[src/rtl/fifo_arb_pkg.sv]
// Shared types, constants and the round-robin pick helper for the FIFO push arbiter.
// Latency: none, declarations and pure functions only.
// Backpressure: not applicable.
package fifo_arb_pkg;

  // Default build configuration; the top recomputes its own full level from BIT_DEPTH
  localparam int DEF_WIDTH     = 32;
  localparam int DEF_BIT_DEPTH = 4;
  localparam int FULL          = (1 << DEF_BIT_DEPTH) - 1;

  // Widest supported producer count; the helper works on a padded vector
  localparam int MAX_REQ = 8;

  typedef logic [DEF_WIDTH-1:0] word_t;

  typedef enum logic {
    IDLE  = 1'b0,
    BURST = 1'b1
  } arb_state_t;

  // Index of the first set bit at or after rr, wrapping modulo n (n in 2..MAX_REQ)
  function automatic logic [2:0] rr_pick(input logic [MAX_REQ-1:0] req,
                                         input logic [2:0]         rr,
                                         input int                 n);
    logic [2:0] idx;
    logic       found;
    int         j;
    idx   = '0;
    found = 1'b0;
    for (int k = 0; k < MAX_REQ; k++) begin
      j = (int'(rr) + k) % n;
      if (k < n && !found && req[j[2:0]]) begin
        idx   = j[2:0];
        found = 1'b1;
      end
    end
    return idx;
  endfunction

endpackage

[src/rtl/fifo_push_arbiter_rr_picker.sv]
// Round-robin priority encoder: first requester at or after base, with a valid flag.
// Latency: purely combinational.
// Backpressure: none, the caller decides whether the pick is used.
module rr_picker
  import fifo_arb_pkg::*;
#(
  parameter int NUM_REQ = 4,
  parameter int IDX_W   = $clog2(NUM_REQ)
) (
  input  logic [NUM_REQ-1:0] req_i,
  input  logic [IDX_W-1:0]   base_i,
  output logic [IDX_W-1:0]   idx_o,
  output logic               vld_o
);

  logic [MAX_REQ-1:0] req_pad;
  logic [2:0]         pick;

  assign req_pad = MAX_REQ'(req_i);
  assign pick    = rr_pick(req_pad, 3'(base_i), NUM_REQ);
  assign idx_o   = IDX_W'(pick);
  assign vld_o   = |req_i;

endmodule

[src/rtl/fifo_push_arbiter.sv]
// Round-robin push arbiter with bounded bursts and an occupancy-gated pop for a 2**BIT_DEPTH fifo.
// Latency: accept edge to registered push is 1 cycle; pop is combinational from pop_req.
// Backpressure: no grant while occ==FULL (same-cycle pops not credited); pop only when a committed word exists.
// Optional: define FIFO_ARB_LEVEL_CHECK_EN to add the sticky level_err cross-check against full/empty.
module fifo_push_arbiter
  import fifo_arb_pkg::*;
#(
  parameter int NUM_REQ   = 4,
  parameter int WIDTH     = 32,
  parameter int BIT_DEPTH = 4,
  parameter int MAX_BURST = 4
) (
  input  logic                     clk,
  input  logic                     reset_n,
  input  logic [NUM_REQ-1:0]       req,
  input  logic [NUM_REQ*WIDTH-1:0] req_data,
  output logic [NUM_REQ-1:0]       gnt,
  output logic                     push,
  output logic [WIDTH-1:0]         data_in,
  input  logic                     pop_req,
  output logic                     pop,
  input  logic                     full,
  input  logic                     empty,
  output logic [BIT_DEPTH-1:0]     level
`ifdef FIFO_ARB_LEVEL_CHECK_EN
  ,
  output logic                     level_err
`endif
);

  localparam int                   IDX_W     = $clog2(NUM_REQ);
  localparam logic [BIT_DEPTH-1:0] FULL_LVL  = BIT_DEPTH'((1 << BIT_DEPTH) - 1);
  localparam logic [3:0]           BURST_MAX = 4'(MAX_BURST);
  localparam logic [IDX_W-1:0]     LAST_IDX  = IDX_W'(NUM_REQ - 1);

  function automatic logic [IDX_W-1:0] next_idx(input logic [IDX_W-1:0] i);
    return (i == LAST_IDX) ? '0 : i + 1'b1;
  endfunction

  arb_state_t           state_q, state_d;
  logic [IDX_W-1:0]     owner_q, owner_d;
  logic [3:0]           bcnt_q,  bcnt_d;
  logic [IDX_W-1:0]     rr_q,    rr_d;
  logic [BIT_DEPTH-1:0] occ_q,   occ_d;
  logic                 push_q;
  logic [WIDTH-1:0]     data_q;

  logic [IDX_W-1:0]     pick_base;
  logic [IDX_W-1:0]     pick_idx;
  logic                 pick_vld;
  logic                 acc;
  logic [IDX_W-1:0]     win;
  logic [BIT_DEPTH-1:0] cnt_c;
  logic [WIDTH-1:0]     words [NUM_REQ];

  for (genvar gi = 0; gi < NUM_REQ; gi++) begin : g_words
    assign words[gi] = req_data[gi*WIDTH +: WIDTH];
  end

  // A finished burst rotates priority to just past its owner before re-arbitrating
  assign pick_base = (state_q == BURST) ? next_idx(owner_q) : rr_q;

  rr_picker #(
    .NUM_REQ (NUM_REQ),
    .IDX_W   (IDX_W)
  ) u_picker (
    .req_i  (req),
    .base_i (pick_base),
    .idx_o  (pick_idx),
    .vld_o  (pick_vld)
  );

  // Words actually stored in the fifo: the one in the push register is not there yet
  assign cnt_c = occ_q - BIT_DEPTH'(push_q);
  assign pop   = pop_req && (cnt_c != '0);
  assign occ_d = occ_q + BIT_DEPTH'(acc) - BIT_DEPTH'(pop);
  assign level = occ_q;
  assign push  = push_q;
  assign data_in = data_q;

  // Next-state and grant decision; at FULL everything holds and nothing is granted
  always_comb begin
    state_d = state_q;
    owner_d = owner_q;
    bcnt_d  = bcnt_q;
    rr_d    = rr_q;
    acc     = 1'b0;
    win     = owner_q;
    if (occ_q != FULL_LVL) begin
      if (state_q == BURST && req[owner_q] && bcnt_q < BURST_MAX) begin
        acc    = 1'b1;
        win    = owner_q;
        bcnt_d = bcnt_q + 4'd1;
      end else begin
        if (state_q == BURST) begin
          rr_d    = next_idx(owner_q);
          state_d = IDLE;
        end
        if (pick_vld) begin
          acc     = 1'b1;
          win     = pick_idx;
          owner_d = pick_idx;
          bcnt_d  = 4'd1;
          if (MAX_BURST > 1) begin
            state_d = BURST;
          end else begin
            rr_d = next_idx(pick_idx);
          end
        end
      end
    end
  end

  // One-hot accept strobe, forced quiet while reset is asserted
  always_comb begin
    gnt = '0;
    if (acc && reset_n) begin
      gnt[win] = 1'b1;
    end
  end

  // Arbitration state, occupancy and the registered fifo write port
  always_ff @(posedge clk or negedge reset_n) begin
    if (!reset_n) begin
      state_q <= IDLE;
      owner_q <= '0;
      bcnt_q  <= '0;
      rr_q    <= '0;
      occ_q   <= '0;
      push_q  <= 1'b0;
      data_q  <= '0;
    end else begin
      state_q <= state_d;
      owner_q <= owner_d;
      bcnt_q  <= bcnt_d;
      rr_q    <= rr_d;
      occ_q   <= occ_d;
      push_q  <= acc;
      if (acc) begin
        data_q <= words[win];
      end
    end
  end

`ifdef FIFO_ARB_LEVEL_CHECK_EN
  logic level_err_q;
  logic level_mism;

  assign level_mism = (empty != (cnt_c == '0)) || (full != (cnt_c == FULL_LVL));
  assign level_err  = level_err_q;

  // Sticky record of any disagreement between our committed count and the fifo flags
  always_ff @(posedge clk or negedge reset_n) begin
    if (!reset_n) begin
      level_err_q <= 1'b0;
    end else begin
      level_err_q <= level_err_q | level_mism;
    end
  end
`else
  logic unused_flags;
  assign unused_flags = full ^ empty;
`endif

endmodule

[config.mk]
export PLATFORM = sky130hd
export DESIGN_NAME = fifo_push_arbiter
export DESIGN_NICKNAME = d
export VERILOG_FILES = /design/src/rtl/fifo_arb_pkg.sv /design/src/rtl/fifo_push_arbiter_rr_picker.sv /design/src/rtl/fifo_push_arbiter.sv
export SDC_FILE = /design/constraint.sdc
export NUM_CORES = 1
export LEC_CHECK = 0
export CORE_ASPECT_RATIO = 1.2
export CORE_UTILIZATION = 35
export DETAILED_ROUTE_END_ITERATION = 8
export PLACE_DENSITY = 0.8
export SLEW_MARGIN = 0
export SYNTH_ARGS = -nofsm -noshare
export SYNTH_HDL_FRONTEND = slang
export SYNTH_SLANG_ARGS = --single-unit
export TNS_END_PERCENT = 100
[constraint.sdc]
create_clock -name clk -period 2.5 [get_ports clk]
set_clock_uncertainty 0.1 [all_clocks]
set_input_delay 0.5 -clock clk [delete_from_list [all_inputs] [get_ports clk]]
set_output_delay 0.5 -clock clk [all_outputs]
set_load 0.02 [all_outputs]
### Yosys cells after proc, flatten, opt, wreduce, memory -nomap -nowiden

Index checks and enable logic that the tools add are counted.
Widths: inputs -> output; s select.

| word-level totals | value |
|---|---|
| flip-flop bits (word level) | 46 |
| input bits | 137 |
| output and inout port bits | 42 |

| operators by class | value |
|---|---|
| add/sub/neg operators | 8 |
| magnitude comparators | 9 |
| equal/unequal tests | 2 |
| mux-type cells | 33 |
| bitwise logic cells | 5 |
| reductions and logical operators | 19 |

Operators with widths:

| kind | number |
|---|---|
| $bmux 32 s2 | 1 |
| $mux 32 | 2 |
| $mux 2 | 9 |
| $lt 3x4->1 const B | 3 |
| $mux 1 | 12 |
| $mux 4 | 3 |
| $bmux 1 s3 | 3 |
| $logic_and 1x1->1 | 8 |
| $sub 4x1->4 | 2 |
| $lt 2x3->1 const B | 2 |
| $reduce_or 2->1 | 3 |
| $add 2x1->2 const B | 2 |
| $add 2x2->2 const B | 2 |
| $add 4x1->4 | 1 |
| $add 4x1->4 const B | 1 |
| $bmux 1 s2 | 2 |
| $lt 2x4->1 const B | 1 |
| $lt 4x3->1 const B | 1 |
| $ne 4x4->1 const B | 1 |
| $reduce_and 2->1 | 2 |
| $reduce_bool 4->1 | 1 |
| $reduce_or 4->1 | 1 |
| $and 1x1->1 const A | 3 |
| $ge 3x3->1 const B | 1 |
| other kinds (7) | 9 |

### Longest topological paths before layout

| depth | value |
|---|---|
| word-level depth | 24 |
| depth in mapped cells | 13 |

### Modules after synthesis

A second synthesis with hierarchy kept.

| unflattened totals | value |
|---|---|
| cell total of the unflattened synthesis | 330 |
| area total of the unflattened synthesis | 3273.1 sq um |

Modules (own cells, without submodules):

| module | times used | cells each | area an instance (sq um) | seq. area each (sq um) |
|---|---|---|---|---|
| fifo_push_arbiter | 1 | 315 | 3195.6 | 1151.1 |
| rr_picker | 1 | 15 | 77.6 | 0.0 |

### Least setup slack after synthesis

Ideal clock, no wire load.

| timing | value |
|---|---|
| kind | flip-flop to output port |
| start point | reg owner_q[0] |
| end point | out gnt[2] |
| arrival | 2.469 ns |
| slack | -0.569 ns |
| cell stages (with the launch flop) | 9 |
| cell sequence | dfrtp_1 ha_1 nor4b_2 or3_1 o2111ai_1 o211ai_2 buf_6 buf_6 a211oi_1 |

| on the way | value |
|---|---|
| word-level cells in the longest chain between the ends | 24 |
| elaborated cells on any way between the ends | 50 |
| those cells by class | 4 x add/sub; 2 x order compare; 1 x eq/ne; 27 x mux; 3 x bitwise; 13 x reduce/logical |

Ends and longest elaborated chain:

| element | line | RTL |
|---|---|---|
| start: declaration | fifo_push_arbiter.sv:41 | `logic [IDX_W-1:0] owner_q, owner_d;` |
| start signal: assignment | fifo_push_arbiter.sv:134 | `owner_q <= owner_d;` |
| $add 2x1->2 / $eq 2x2->1 (equally long branches) | fifo_push_arbiter.sv:37 | `return (i == LAST_IDX) ? '0 : i + 1'b1;` |
| $mux 2 | fifo_push_arbiter.sv:37 |  |
| $mux 2 | n/a |  |
| $add 2x1->2 | fifo_arb_pkg.sv:31 | `j = (int'(rr) + k) % n;` |
| $reduce_or 2->1 (no source line) | n/a |  |
| $and 1x1->1 (no source line) | n/a |  |
| $bmux 1 s3 | fifo_arb_pkg.sv:32 | `if (k < n && !found && req[j[2:0]]) begin` |
| $mux 1 (implied by the code) | fifo_arb_pkg.sv:32 |  |
| (+7 left out) | n/a |  |
| $mux 2 | fifo_arb_pkg.sv:32 |  |
| $mux 2 (2 in a row) | n/a |  |
| $mux 2 | fifo_push_arbiter.sv:89 | `if (occ_q != FULL_LVL) begin` |
| $lt 2x3->1 (implied by the code) / $ge 2x1->1 (equally long branches) | fifo_push_arbiter.sv:118 | `gnt[win] = 1'b1;` |
| $logic_and 1x1->1 (implied by the code) | fifo_push_arbiter.sv:118 |  |
| $mux 1 (implied by the code) | fifo_push_arbiter.sv:118 |  |
| $demux 1 s2 | fifo_push_arbiter.sv:118 |  |
| $mux 4 * | fifo_push_arbiter.sv:117 | `if (acc && reset_n) begin` |
| end: declaration | fifo_push_arbiter.sv:17 | `output logic [NUM_REQ-1:0] gnt,` |

Mark *: on every way between the ends. The rest lies on a longest branch, timed or not. The select of a mux whose other input is x is not followed.

### Worst setup path after layout

| timing | value |
|---|---|
| start point | reg owner_q[1] |
| end point | out gnt[3] |

Same word-level chain as after synthesis.

==> impl_metrics.tcl <==
set metrics [dict create \
    synth_area_sq_mm 0.003361 \
    rr_startpoint "owner_q[1]" \
    hold_violations 0 \
    cp_max_fo 5 \
    worst-r2r-setup-slack_ps -350 \
    htreeDepth 2 \
    power.density_mw_per_mm2 1565 \
    final_util_pct 66.29 \
    clk_pin_slew_ps 90 \
    async_flop_share_pct 100.0 \
    die_w_microns 91.45 \
    grt_pass1_vias 3407 \
    yosys-top-cells-count "mux2i_1 (62), dfrtp_1 (46), nor2_1 (39), a221oi_2 (31), ha_1 (10)" \
    syn_inst 290 \
    finalCritPeriodShare_pct 119.8 \
    synth.area.top_cells "dfrtp_1 (34%), mux2i_1 (18%), a221oi_2 (14%)" \
    slew_headroom_pct 61.26 \
    ys.flop_type "dfrtp_1" \
    numClockSinks 46 \
    multi_input_area_sq_mm 0.002277 \
    grt_max_degree 45 \
    start_kind "flop" \
    synth_area_leader_cell "dfrtp_1" \
    die_area_sq_mm 0.009999 \
    final_layout_size_suffix_gt1_share_pct 33.53 \
    cp.required_ps 1900 \
    grtUsageMet2_pct 41.41 \
    cts_tree "built" \
    synth_edf_count 0 \
    worstSetupPathType "reg2out" \
    tightest_slew_ps 581.1 \
    hold_start "bcnt_q[0]" \
    clkLatencyLatePin_ps 290 \
    seq_area_sq_mm 0.001155 \
    dp_hpwl_microns 7908 \
    syn_to_final_growth_pct 81.01 \
    cts_max_path_buffers 2 \
    fin_crit_ps 2994 \
    rows 38 \
    setup_viol 39 \
    r2r-end "data_in[8]" \
    fmax_mhz 333.9 \
    grt_first_pass_wirelength_microns 16330 \
    reg2reg_depth 9 \
    antenna_found_initial 0 \
    place_congestion 0.8693 \
    port_buffers 176 \
    ys_types 57 \
    synth_top_area_share_pct 34.25 \
    layout.nets 660 \
    vdd_drop_max_mv 0.8421 \
    cap_violations 0 \
    startpoint "owner_q[1]" \
    fp.dieH_microns 109.3 \
    routed_wl_microns 10900 \
    n_antenna_cell 0 \
    via_count 3204 \
    ys_ff_latch 46 \
    viasPerCell 5.062 \
    gr-total-overflow 0 \
    dp_slack_ps -1099 \
    remaining_drc_errors 0 \
    finalInstanceArea_sq_mm 0.006083 \
    ant_nets 0 \
    end_kind "primary output" \
    drt_first_pass_iters 4 \
    grt_busiest_layer "met2" \
    fillers 697 \
    syn-num-nets 438 \
    status "finished, violations left" \
    numCtsBuffers 5 \
    place_area_sq_mm 0.005563 \
    crit_arrival_ps 2390 \
    slew_viol_final 0 \
    io-pin-count 179 \
    grt_use_met3_pct 3.389 \
    start_util_pct 36.62 \
    whs_ps 388.8 \
    yosysWarnings 0 \
    root_buffer "clkbuf_8" \
    min_path_cells 1 \
    p_leak_nw 2.494 \
    track_usage_pct 20.90 \
    cp-endpoint "gnt[3]" \
    synth_most_common_cell "mux2i_1" \
    first_iter_violations 62 \
    rsz0062_at_grt "true" \
    failed_checks "setup timing" \
    yosysSeqAreaShare_pct 34.25 \
    fin_ws_ps -494.5 \
    wire_per_inst_microns 17.23 \
    core_area_sq_mm 0.009176 \
    syn_area_per_cell_sq_um 11.59 \
    worstHoldPathType "reg2reg" \
    use_met1_pct 22.51 \
]
final cells by class:
| cell class | instances | area share [%] |
|---|---|---|
| sequential | 46 | 18.98 |
| tap | 120 | 2.468 |
| timing repair buffer | 234 | 38.81 |
| inverter | 9 | 0.8021 |
| multi-input combinational | 216 | 37.43 |
| clock buffer | 7 | 1.419 |
| clock inverter | 1 | 0.08227 |
per-layer routing:
layer / wire length, microns / part of all wire, %
met5: 0 / 0
met4: 208 / 1.9
met3: 409 / 3.8
met2: 6118 / 56
met1: 4167 / 38
stage by stage:
stage               power (mW)  setup TNS, ps  instances
finish                   9.518         -11140        633
floorplan                6.077          -1248        290
detailed placement       7.790         -32430        608
CTS                      8.776         -11690        624
global placement         7.621         -29320        608
global route             10.04         -14220        633
worst min-delay path by stage:
stage,end
floorplan,bcnt_q[0]
global placement,owner_q[1]
detailed placement,owner_q[1]
global route,bcnt_q[0]
finish,bcnt_q[0]
CTS,bcnt_q[0]
critical path, stage by stage (launching register included):
cell and delay [ps]:
dfrtp_1 430, ha_4 320, or3b_4 380, o211ai_1 110, a32oi_2 170, o211ai_4 280, nand3_4 130, a21oi_4 130
buf_6 130
kinds of logic after synthesis:
family | after synthesis | synth area share (%)
AO/OA/AOI/OAI | 59 | 20.14
AND/OR/NAND/NOR | 73 | 11.54
adder cells (fa/ha/maj) | 11 | 4.319
multiplexers | 69 | 21.15
XOR/XNOR | 4 | 1.043
flip-flops | 46 | 34.25
buffers and inverters | 28 | 7.558
report_power, final:
group          switching [mW]  internal (mW)  total (mW)
Sequential              0.259           1.16        1.42
Clock                   0.257          0.224       0.481
Combinational            3.53           4.08        7.62
state kept, by name, indices dropped and copies added, names as in the netlist:
register / flops
level: 4
data_in: 32
owner_q: 2
rr_q: 2
push: 1
state_q: 1
bcnt_q: 4
cell usage in the layout (no fill, tap or decap), drive strengths merged, types with 3 or more instances in the layout:
| master | instances |
|---|---|
| buf | 61 |
| inv | 9 |
| and2 | 3 |
| ha | 10 |
| nand2 | 7 |
| nor3 | 4 |
| o21ai | 5 |
| and2b | 3 |
| and3 | 3 |
| nand3 | 4 |
| dlygate4sd2 | 4 |
| nor2 | 39 |
| mux2i | 62 |
| a221oi | 31 |
| dfrtp | 46 |
| clkdlybuf4s50 | 166 |
| clkbuf | 9 |
| a21oi | 5 |
| nor3b | 3 |
| mux2 | 6 |
timing repair:
action	in CTS	in global routing
hold buffers	1	0
gates resized for setup	63	30
gates cloned	0	2
pin swaps	17	5
endpoints found under the hold margin	2	0
setup endpoints to repair	41	40
setup buffers	7	7
Power figures use the tool's default switching activity.
